<file path="src/rtl/ram_port_arbiter_pkg.sv">
// Shared types for the external memory port arbiter: owner/state encodings
// and the registered command that drives the memory bus.
package ram_port_arbiter_pkg;

  localparam int ADDR_W = 27;
  localparam int DATA_W = 8;
  localparam int CNT_W  = 4;

  typedef enum logic [1:0] {
    OWN_NONE,
    OWN_CPU,
    OWN_LD,
    OWN_SR
  } arb_owner_t;

  typedef enum logic [1:0] {
    ARB_IDLE,
    ARB_ACCESS,
    ARB_DONE
  } arb_state_t;

  typedef struct packed {
    logic [ADDR_W-1:0] addr;
    logic [DATA_W-1:0] din;
    logic              rnw;
    logic              sdram;
  } ram_cmd_t;

endpackage

</file>
<file path="src/rtl/ram_port_arbiter_select.sv">
// Combinational priority/starvation decision for the memory port.
// The SR requester only competes when RAM_ARB_SRAM_EN is defined.
module ram_arb_select
  import ram_port_arbiter_pkg::*;
#(
  parameter int STARVE_MAX = 8
) (
  input  logic             ld_lock,
  input  logic             ld_req,
  input  logic             cpu_req,
  input  logic             sr_req,
  input  logic [CNT_W-1:0] starve_cnt,
  output arb_owner_t       winner
);

  localparam logic [CNT_W-1:0] STARVE_LIM = CNT_W'(STARVE_MAX);

  // NOTE: every output of an always_comb gets a default first, so no path
  // through the block leaves a value unassigned and a latch is never inferred.
  always_comb begin
    winner = OWN_NONE;
    if (ld_lock) begin
      if (ld_req) winner = OWN_LD;
    end else begin
`ifdef RAM_ARB_SRAM_EN
      if (sr_req && (starve_cnt >= STARVE_LIM || !cpu_req)) winner = OWN_SR;
      else if (cpu_req)                                       winner = OWN_CPU;
      else if (ld_req)                                        winner = OWN_LD;
`else
      if (cpu_req)     winner = OWN_CPU;
      else if (ld_req) winner = OWN_LD;
`endif
    end
  end

`ifndef RAM_ARB_SRAM_EN
  logic sel_unused;
  assign sel_unused = ^{sr_req, starve_cnt};
`endif

endmodule

</file>
<file path="src/rtl/ram_port_arbiter.sv">
// Shares one external memory port between the CPU, the ROM loader and the
// SRAM save/load engine (SR port present only with RAM_ARB_SRAM_EN).
module ram_port_arbiter
  import ram_port_arbiter_pkg::*;
#(
  parameter int ACCESS_CYCLES = 4,
  parameter int STARVE_MAX    = 8
) (
  input  logic              clk,
  input  logic              reset_n,
  input  logic              cpu_req,
  input  logic [ADDR_W-1:0] cpu_addr,
  input  logic [DATA_W-1:0] cpu_din,
  input  logic              cpu_rnw,
  input  logic              cpu_sdram,
  output logic              cpu_ack,
  output logic [DATA_W-1:0] cpu_dout,
  output logic              cpu_wait_n,
  input  logic              ld_lock,
  input  logic              ld_req,
  input  logic [ADDR_W-1:0] ld_addr,
  input  logic [DATA_W-1:0] ld_din,
  output logic              ld_ack,
  input  logic              sr_req,
  input  logic [ADDR_W-1:0] sr_addr,
  input  logic [DATA_W-1:0] sr_din,
  input  logic              sr_rnw,
  output logic              sr_ack,
  output logic [DATA_W-1:0] sr_dout,
  output logic [ADDR_W-1:0] ram_addr,
  output logic [DATA_W-1:0] ram_din,
  output logic              ram_rnw,
  output logic              sdram_ce,
  output logic              bram_ce,
  input  logic [DATA_W-1:0] ram_dout
);

  localparam logic [CNT_W-1:0] CNT_LOAD   = CNT_W'(ACCESS_CYCLES - 1);
  localparam logic [CNT_W-1:0] STARVE_LIM = CNT_W'(STARVE_MAX);
  localparam ram_cmd_t         CMD_RESET  = '{addr: '0, din: '0, rnw: 1'b1, sdram: 1'b0};

  arb_state_t        state_q, state_d;
  arb_owner_t        owner_q, owner_d;
  ram_cmd_t          cmd_q, cmd_d, win_cmd;
  logic [CNT_W-1:0]  cnt_q, cnt_d;
  logic              sdram_ce_q, sdram_ce_d, bram_ce_q, bram_ce_d;
  logic              cpu_ack_q, cpu_ack_d, ld_ack_q, ld_ack_d;
  logic [DATA_W-1:0] cpu_dout_q, cpu_dout_d;
  logic [CNT_W-1:0]  starve_cnt;
  arb_owner_t        win;
  logic              access_end;

  ram_arb_select #(.STARVE_MAX(STARVE_MAX)) u_select (
    .ld_lock    (ld_lock),
    .ld_req     (ld_req),
    .cpu_req    (cpu_req),
    .sr_req     (sr_req),
    .starve_cnt (starve_cnt),
    .winner     (win)
  );

  assign access_end = (state_q == ARB_ACCESS) && (cnt_q == '0);

  // Loader traffic is always an SDRAM write; SR traffic always targets BRAM.
  always_comb begin
    win_cmd = cmd_q;
    case (win)
      OWN_CPU: win_cmd = '{addr: cpu_addr, din: cpu_din, rnw: cpu_rnw, sdram: cpu_sdram};
      OWN_LD:  win_cmd = '{addr: ld_addr, din: ld_din, rnw: 1'b0, sdram: 1'b1};
`ifdef RAM_ARB_SRAM_EN
      OWN_SR:  win_cmd = '{addr: sr_addr, din: sr_din, rnw: sr_rnw, sdram: 1'b0};
`endif
      default: win_cmd = cmd_q;
    endcase
  end

  always_comb begin
    state_d    = state_q;
    owner_d    = owner_q;
    cmd_d      = cmd_q;
    cnt_d      = cnt_q;
    sdram_ce_d = sdram_ce_q;
    bram_ce_d  = bram_ce_q;
    cpu_ack_d  = 1'b0;
    ld_ack_d   = 1'b0;
    cpu_dout_d = cpu_dout_q;
    case (state_q)
      ARB_IDLE: begin
        if (win != OWN_NONE) begin
          state_d    = ARB_ACCESS;
          owner_d    = win;
          cmd_d      = win_cmd;
          cnt_d      = CNT_LOAD;
          sdram_ce_d = win_cmd.sdram;
          bram_ce_d  = ~win_cmd.sdram;
        end
      end
      ARB_ACCESS: begin
        if (access_end) begin
          state_d    = ARB_DONE;
          sdram_ce_d = 1'b0;
          bram_ce_d  = 1'b0;
          cpu_ack_d  = (owner_q == OWN_CPU);
          ld_ack_d   = (owner_q == OWN_LD);
          if (owner_q == OWN_CPU && cmd_q.rnw) cpu_dout_d = ram_dout;
        end else begin
          cnt_d = cnt_q - 4'd1;
        end
      end
      ARB_DONE: begin
        state_d = ARB_IDLE;
        owner_d = OWN_NONE;
      end
      default: state_d = ARB_IDLE;
    endcase
  end

  // NOTE: state registers use non-blocking assignments only, so every flop
  // samples the pre-edge value of the others regardless of statement order.
  always_ff @(posedge clk or negedge reset_n) begin
    if (!reset_n) begin
      state_q    <= ARB_IDLE;
      owner_q    <= OWN_NONE;
      cmd_q      <= CMD_RESET;
      cnt_q      <= '0;
      sdram_ce_q <= 1'b0;
      bram_ce_q  <= 1'b0;
      cpu_ack_q  <= 1'b0;
      ld_ack_q   <= 1'b0;
      cpu_dout_q <= 8'hFF;
    end else begin
      state_q    <= state_d;
      owner_q    <= owner_d;
      cmd_q      <= cmd_d;
      cnt_q      <= cnt_d;
      sdram_ce_q <= sdram_ce_d;
      bram_ce_q  <= bram_ce_d;
      cpu_ack_q  <= cpu_ack_d;
      ld_ack_q   <= ld_ack_d;
      cpu_dout_q <= cpu_dout_d;
    end
  end

`ifdef RAM_ARB_SRAM_EN
  logic [CNT_W-1:0]  starve_q, starve_d;
  logic              sr_ack_q, sr_ack_d;
  logic [DATA_W-1:0] sr_dout_q, sr_dout_d;

  // Counts CPU wins while SR waits; SR is forced through once it saturates.
  always_comb begin
    starve_d  = starve_q;
    sr_ack_d  = 1'b0;
    sr_dout_d = sr_dout_q;
    if (state_q == ARB_IDLE) begin
      if (!sr_req || win == OWN_SR)                        starve_d = '0;
      else if (win == OWN_CPU && starve_q < STARVE_LIM)    starve_d = starve_q + 4'd1;
    end
    if (access_end && owner_q == OWN_SR) begin
      sr_ack_d = 1'b1;
      if (cmd_q.rnw) sr_dout_d = ram_dout;
    end
  end

  always_ff @(posedge clk or negedge reset_n) begin
    if (!reset_n) begin
      starve_q  <= '0;
      sr_ack_q  <= 1'b0;
      sr_dout_q <= 8'hFF;
    end else begin
      starve_q  <= starve_d;
      sr_ack_q  <= sr_ack_d;
      sr_dout_q <= sr_dout_d;
    end
  end

  assign starve_cnt = starve_q;
  assign sr_ack     = sr_ack_q;
  assign sr_dout    = sr_dout_q;
`else
  logic sr_unused;
  assign sr_unused  = ^{sr_addr, sr_din, sr_rnw};
  assign starve_cnt = '0;
  assign sr_ack     = 1'b0;
  assign sr_dout    = 8'hFF;
`endif

  assign ram_addr   = cmd_q.addr;
  assign ram_din    = cmd_q.din;
  assign ram_rnw    = cmd_q.rnw;
  assign sdram_ce   = sdram_ce_q;
  assign bram_ce    = bram_ce_q;
  assign cpu_ack    = cpu_ack_q;
  assign ld_ack     = ld_ack_q;
  assign cpu_dout   = cpu_dout_q;
  assign cpu_wait_n = ~(cpu_req & ~cpu_ack_q);

endmodule
</file>
<file path="config.mk">
export PLATFORM = sky130hd
export DESIGN_NAME = ram_port_arbiter
export DESIGN_NICKNAME = d
export VERILOG_FILES = /design/src/rtl/ram_port_arbiter_pkg.sv /design/src/rtl/ram_port_arbiter_select.sv /design/src/rtl/ram_port_arbiter.sv
export SDC_FILE = /design/constraint.sdc
export NUM_CORES = 1
export LEC_CHECK = 0
export CAP_MARGIN = 20
export CORE_UTILIZATION = 41
export CTS_BUF_LIST = sky130_fd_sc_hd__clkbuf_8
export DETAILED_ROUTE_END_ITERATION = 12
export MAX_ROUTING_LAYER = met4
export PLACE_DENSITY = 0.8
export SETUP_SLACK_MARGIN = 0.3
export SYNTH_ARGS = -nofsm -noshare
export SYNTH_HDL_FRONTEND = slang
export SYNTH_SLANG_ARGS = --single-unit
</file>
<file path="constraint.sdc">
create_clock -name clk -period 1.9 [get_ports clk]
set_input_delay 0.475 -clock clk [delete_from_list [all_inputs] [get_ports clk]]
set_output_delay 0.475 -clock clk [all_outputs]
set_load 0.01 [all_outputs]
</file>
==> results.py, run 1 <==
metrics = {
    "run_status": {
        "status": "completed",
    },
    "cts": {
        "cts_max_level": 2,
        "clk-insertion-delay-late_ns": 0.30,
        "clockBufferDepth": 2,
        "clockRootBuffer": "clkbuf_8",
        "cts_tree": "built",
        "clkTransAtPathRegs_ns": 0.10,
        "clock_sinks": 56,
        "cts_buffers": 5,
    },
    "die": {
        "row_count": 32,
        "top_level_ports": 180,
        "initial_core_util_pct": 42.97,
        "design.core.area_mm2": 0.007848,
        "die_height_um": 92.69,
        "die_w_um": 92.69,
        "die_area_mm2": 0.008591,
    },
    "setup_path": {
        "cp-start-kind": "input pin",
        "crit_start": "ld_lock",
        "rr_endpoint": "ram_addr[14]$_DFFE_PN0P_",
        "r2r_slack_ns": 0.36,
        "cp_max_fo": 9,
        "worst_ep_arrival_time_ns": 1.77,
        "reg2reg_depth": 4,
        "path_class": "in2reg",
        "timing.rr.start": "state_q[0]$_DFFE_PN0P_",
        "end_kind": "flip-flop",
        "worst_ep_required_time_ns": 2.10,
    },
    "pwr": {
        "p_clk_share_pct": 13.8,
        "pwr-share-comb_pct": 49.1,
        "p_leak_nw": 2.194,
        "p_sw_share_pct": 31.52,
        "pwr-share-seq_pct": 37.1,
        "ir_drop_uv": 522.2,
        "internal-power_mw": 3.811,
        "cellPowerDensity_mw_per_mm2": 1155,
        "p_sw_mw": 1.754,
    },
    "synthesis": {
        "synth-seq-cells": 56,
        "syn-cell-area_mm2": 0.003372,
        "ys_types": 39,
        "avgSynthCellArea_um2": 10.67,
        "ys_seq_area_share_pct": 41.89,
        "ys_warn_count": 0,
        "syn-instance-count": 316,
    },
    "sta": {
        "rsz0062_at_grt": "no",
        "fin_skew_ns": 0.008090,
        "hold_viol_final": 0,
        "slew_violations": 0,
        "post-route-min-period_ns": 1.571,
        "setup_viol_count_final": 0,
        "max_freq_mhz": 636.6,
        "timing.final.crit_share_pct": 82.68,
        "fin_ws_ns": 0.3290,
    },
    "detailed_routing": {
        "vias_per_cell": 4.955,
        "drtIter0Drc": 56,
        "remaining_drc_errors": 0,
        "wl_per_cell_um": 15.54,
        "postRouteAntennaNets": 0,
        "dr.pass1.iters": 4,
        "vias": 2631,
        "drt-total-wl_um": 8252,
    },
    "grt": {
        "antenna_found_initial": 0,
        "grt_use_total_pct": 20.10,
        "grt_max_degree": 31,
        "grt_pass1_vias": 2715,
        "grt_pass1_wl_um": 13360,
        "gr-total-overflow": 0,
    },
    "cells_and_area": {
        "nNetsFinal": 551,
        "stdcell_area_mm2": 0.004817,
        "areaGrowthSynthToFinish_pct": 42.86,
        "layout_common_cells": "clkdlybuf4s50_1 (80), dfrtp_1 (47), dlygate4sd2_1 (41)",
        "final_common_cell": "clkdlybuf4s50_1",
        "instances_no_fill": 531,
        "diodes": 0,
        "layout-drive-gt1-share_pct": 24.24,
    },
    "placed_design": {
        "gp_congestion": 0.8293,
        "dp_worst_setup_slack_ns": -0.3107,
        "io_buffers": 133,
        "place_hpwl_um": 6052,
        "post-place-cells": 513,
        "place_area_mm2": 0.004592,
    },
    "hold_path": {
        "hold_path_class": "in2async",
    },
    "flow_run": {
        "drv_cap": 0,
    },
}
## final cells by class
class | instances | area, µm²
clock buffers | 5 | 68.82
clock inverters | 3 | 38.79
fillers | 656 | 3030
inverters | 5 | 18.77
multi-input cells | 197 | 1554
flip-flops and latches | 56 | 1413
well taps | 102 | 127.6
repair buffers | 163 | 1597
## cell usage after synthesis (all sizes together)
master    n  area, µm²
ha        1      12.51
conb      2      7.510
inv       5      18.77
a22o      2      17.52
a2bb2oi   1      8.760
a31o      1      8.760
dfrtp    47       1176
and4bb    1      12.51
nand3     1      17.52
a22oi     2      15.01
nor4      1      6.260
nand2    37      138.9
nor2      4      17.52
nand4bb   1      11.26
o22a      1      8.760
o21ai    38      190.2
nand2b    4      32.53
a32o      1      10.01
nand3b   36      270.3
mux2     44      604.3
o221a     1      11.26
buf      54      404.1
mux2i     2      20.02
clkbuf   11      41.29
nor3      2      10.01
a21boi    1      11.26
nor3b     3      33.78
dfstp     9      236.5
a21o      1      7.510
nor2b     1      6.260
a21oi     1      5.000
## logic make-up after synthesis
kind of cell	Yosys count	share of synthesized area, %
AND/OR/NAND/NOR	91	16.51
buffers and inverters	70	13.77
flip-flops	56	41.89
AO/OA/AOI/OAI	50	8.720
multiplexers	46	18.52
other	2	0.2227
adder cells (fa/ha/maj)	1	0.3710
## metrics by stage
step / hold WS, ns / power [mW] / util [%] / TNS, ns
after detailed placement: 0.4654 / 4.871 / 58.51 / -9.314
after global routing: 0.1374 / 5.882 / 61.38 / 0
final: 0.1166 / 5.565 / 61.38 / 0
after floorplan: 0.1794 / 3.925 / - / 0
after global placement: 0.4601 / 4.774 / 58.51 / -7.555
after CTS: 0.1203 / 5.557 / 60.99 / 0
## state kept, by name (all words and copies together) (netlist names), 2 cells and up
name,cells
ram_addr,27
cpu_dout,8
ram_din,8
cnt_q,4
owner_q,2
state_q,2
## worst max-delay path: stages
cell and delay, ns:
dlygate4sd2_1 0.27, nand2b_4 0.17, a21boi_4 0.23, bufbuf_16 0.33
mux2_4 0.30
## worst max path at each step
stage	end	slack, ns	cells past startpoint
6_report	ram_addr[14]$_DFFE_PN0P_	0.33	5
2_1_floorplan	ram_addr[0]$_DFFE_PN0P_	0.31	6
5_1_grt	bram_ce$_DFFE_PN0P_	0.29	5
4_1_cts	cpu_wait_n	0.05	3
3_5_place_dp	cpu_wait_n	-0.31	3
3_3_place_gp	cpu_wait_n	-0.29	3
## what timing repair did
action / CTS / global route
hold endpoints to repair: 0 / 0
pin swaps: 3 / 3
buffers inserted: 5 / 2
cloned: 3 / 0
hold buffers: 0 / 0
setup endpoints to repair: 96 / 36
resized for setup: 63 / 12
## per-layer routing
metal  wire (µm)  GRT usage [%]  vias up
met5           0              -        -
met1        3432          25.05     1271
li1            -              -     1254
met4         109          5.128        0
met3         394          1.888        8
met2        4316          35.19       98
## power by group through the flow
stage                     combinational, mW  clock, mW  sequential, mW
after global routing                   2.91      0.838            2.13
final                                  2.73      0.769            2.07
after detailed placement               2.77          0            2.10
after floorplan                        1.83          0            2.09
after CTS                              2.70      0.794            2.06
after global placement                 2.70          0            2.07
Power figures use the tool's default switching activity.
==> run 2: changes to the inputs <==
CORE_UTILIZATION = 37   (was 41)
PLACE_DENSITY = 0.76   (was 0.8)
clock period = 1.4 ns   (was 1.9 ns; I/O delays follow)
==> run 2 against run 1 <==
Effect of this change:
- the run now ends with setup timing left
- clock skew is 0.0013 ns higher
- final cell count up 11%
- clock power is 17% higher
- wire length rose by 16%
- setup slack worse by 0.43 ns
- core utilization grew 0.11 points
- combinational power is 85% higher
- sequential power increased by 39%
- clock-buffer cell count up 1
- sequential cell count unchanged
==> results.py, run 2 (synthesis gave the netlist of run 1 again) <==
metrics = {
    "run_status": {
        "status": "finished, violations left",
        "failed_checks": "setup timing",
    },
    "detailed_routing": {
        "dr.pass1.iters": 4,
        "wl_per_cell_um": 16.30,
        "drt-total-wl_um": 9598,
        "vias": 2940,
        "remaining_drc_errors": 0,
        "drtIter0Drc": 135,
        "postRouteAntennaNets": 0,
        "vias_per_cell": 4.992,
    },
    "pwr": {
        "ir_drop_uv": 549.3,
        "p_leak_nw": 2.498,
        "cellPowerDensity_mw_per_mm2": 1643,
    },
    "placed_design": {
        "place_hpwl_um": 6293,
        "place_area_mm2": 0.004732,
        "gp_congestion": 0.7868,
        "io_buffers": 133,
    },
    "cells_and_area": {
        "layout_common_cells": "clkdlybuf4s50_1 (80), buf_4 (57), dfrtp_1 (47)",
        "seqCellArea_mm2": 0.001413,
        "multiInputGateArea_mm2": 0.001643,
        "largest_reg_flops": 27,
        "diodes": 0,
        "stdcell_area_mm2": 0.005389,
        "fill_cells": 718,
        "nNetsFinal": 603,
        "final_common_cell": "clkdlybuf4s50_1",
        "layout-drive-gt1-share_pct": 44.49,
        "areaGrowthSynthToFinish_pct": 59.81,
    },
    "setup_path": {
        "r2r_slack_ns": -0.10,
        "crit_chain": "inv_2, ha_4, nor3b_4, nand3_4, mux2_4",
        "end_kind": "flip-flop",
        "cp-start-kind": "flip-flop",
        "worst_ep_arrival_time_ns": 1.75,
        "cp_max_fo": 8,
        "timing.rr.start": "cnt_q[0]$_DFFE_PN0P_",
        "cp_slowest_cell": "dfrtp_1",
        "reg2reg_depth": 5,
        "worst_ep_required_time_ns": 1.65,
        "crit_start": "cnt_q[0]$_DFFE_PN0P_",
        "path_class": "reg2reg",
        "max_stage_delay_ns": 0.40,
    },
    "sta": {
        "fin_ws_ns": -0.1028,
        "fin_setup_tns_ns": -2.468,
        "timing.final.crit_share_pct": 107.3,
        "slew_violations": 0,
        "rsz0062_at_grt": "yes",
        "post-route-min-period_ns": 1.503,
        "hold_viol_final": 0,
        "setup_viol_count_final": 52,
        "max_freq_mhz": 665.4,
        "fin_skew_ns": 0.009423,
    },
    "grt": {
        "antenna_found_initial": 0,
        "gr-total-overflow": 0,
        "grt_pass1_vias": 2993,
        "grt_pass1_wl_um": 15210,
        "grt_max_degree": 57,
        "grt_use_total_pct": 20.52,
    },
    "cts": {
        "cts_hold_buf": 0,
        "cts_max_level": 2,
        "clockRootBuffer": "clkbuf_8",
        "cts_tree": "built",
        "clockBufferDepth": 2,
        "clock_sinks": 56,
        "clk-insertion-delay-late_ns": 0.31,
        "clkTransAtPathRegs_ns": 0.10,
        "cts_buffers": 5,
    },
    "die": {
        "initial_core_util_pct": 38.48,
        "die_w_um": 97.47,
        "die_area_mm2": 0.009499,
        "design.core.area_mm2": 0.008763,
        "die_height_um": 97.47,
        "top_level_ports": 180,
        "row_count": 34,
    },
    "flow_run": {
        "drv_cap": 0,
    },
    "hold_path": {
        "hold_path_class": "in2async",
    },
}
[run 2: per-layer routing]
metal  share of wire (%)  track usage, %
met4                 1.5           5.769
met5                   0               -
met1                  43           24.80
met2                  50           35.02
met3                 5.7           3.813
[run 2: worst paths after layout]
| check | end |
|---|---|
| max | cpu_dout[2]$_DFFE_PN1P_ |
| min | ram_addr[1]$_DFFE_PN0P_ |
| max reg2reg | cpu_dout[2]$_DFFE_PN1P_ |
| min reg2reg | cpu_ack$_DFF_PN0_ |
| max in group asynchronous | cpu_dout[5]$_DFFE_PN1P_ |
| min in group clk | cpu_ack$_DFF_PN0_ |
[run 2: cell type report]
cell class | instances | area share [%]
clock inverters | 2 | 0.1393
multi-input cells | 197 | 30.49
clock buffers | 6 | 1.532
inverters | 5 | 0.3483
repair buffers | 215 | 38.77
flip-flops and latches | 56 | 26.21
well taps | 108 | 2.508
[run 2: timing repair]
item,4_1_cts,5_1_grt
setup endpoints to repair,105,103
gates resized for setup,243,16
setup buffers,32,19
pin swaps,6,8
gates cloned,3,3
[run 2: critical path: cells and delay by family, from the launching register on]
| kind | cells | cell delay, ns |
|---|---|---|
| and+or+nand+nor | 2 | 0.48 |
| DFF | 1 | 0.40 |
| buffers and inverters | 1 | 0.09 |
| adders and majority gates | 1 | 0.14 |
| muxes | 1 | 0.34 |
[run 2: power by group]
part | internal (mW) | switching, mW | leakage, nW
sequential | 2.40 | 0.482 | 0.686
combinational | 3.28 | 1.78 | 1.76
clock | 0.391 | 0.512 | 0.0538
[run 2: metrics by stage]
stage	util (%)	cells	setup slack [ns]	hold slack, ns	power [mW]
CTS	58.12	567	-0.07338	0.02873	8.198
finish	61.49	589	-0.1028	0.02070	8.851
global placement	54.00	524	-0.4424	0.3727	6.697
floorplan	-	323	-0.1116	0.05441	5.426
global route	61.49	589	-0.1575	0.04437	9.307
detailed placement	54.00	524	-0.4903	0.3753	6.847
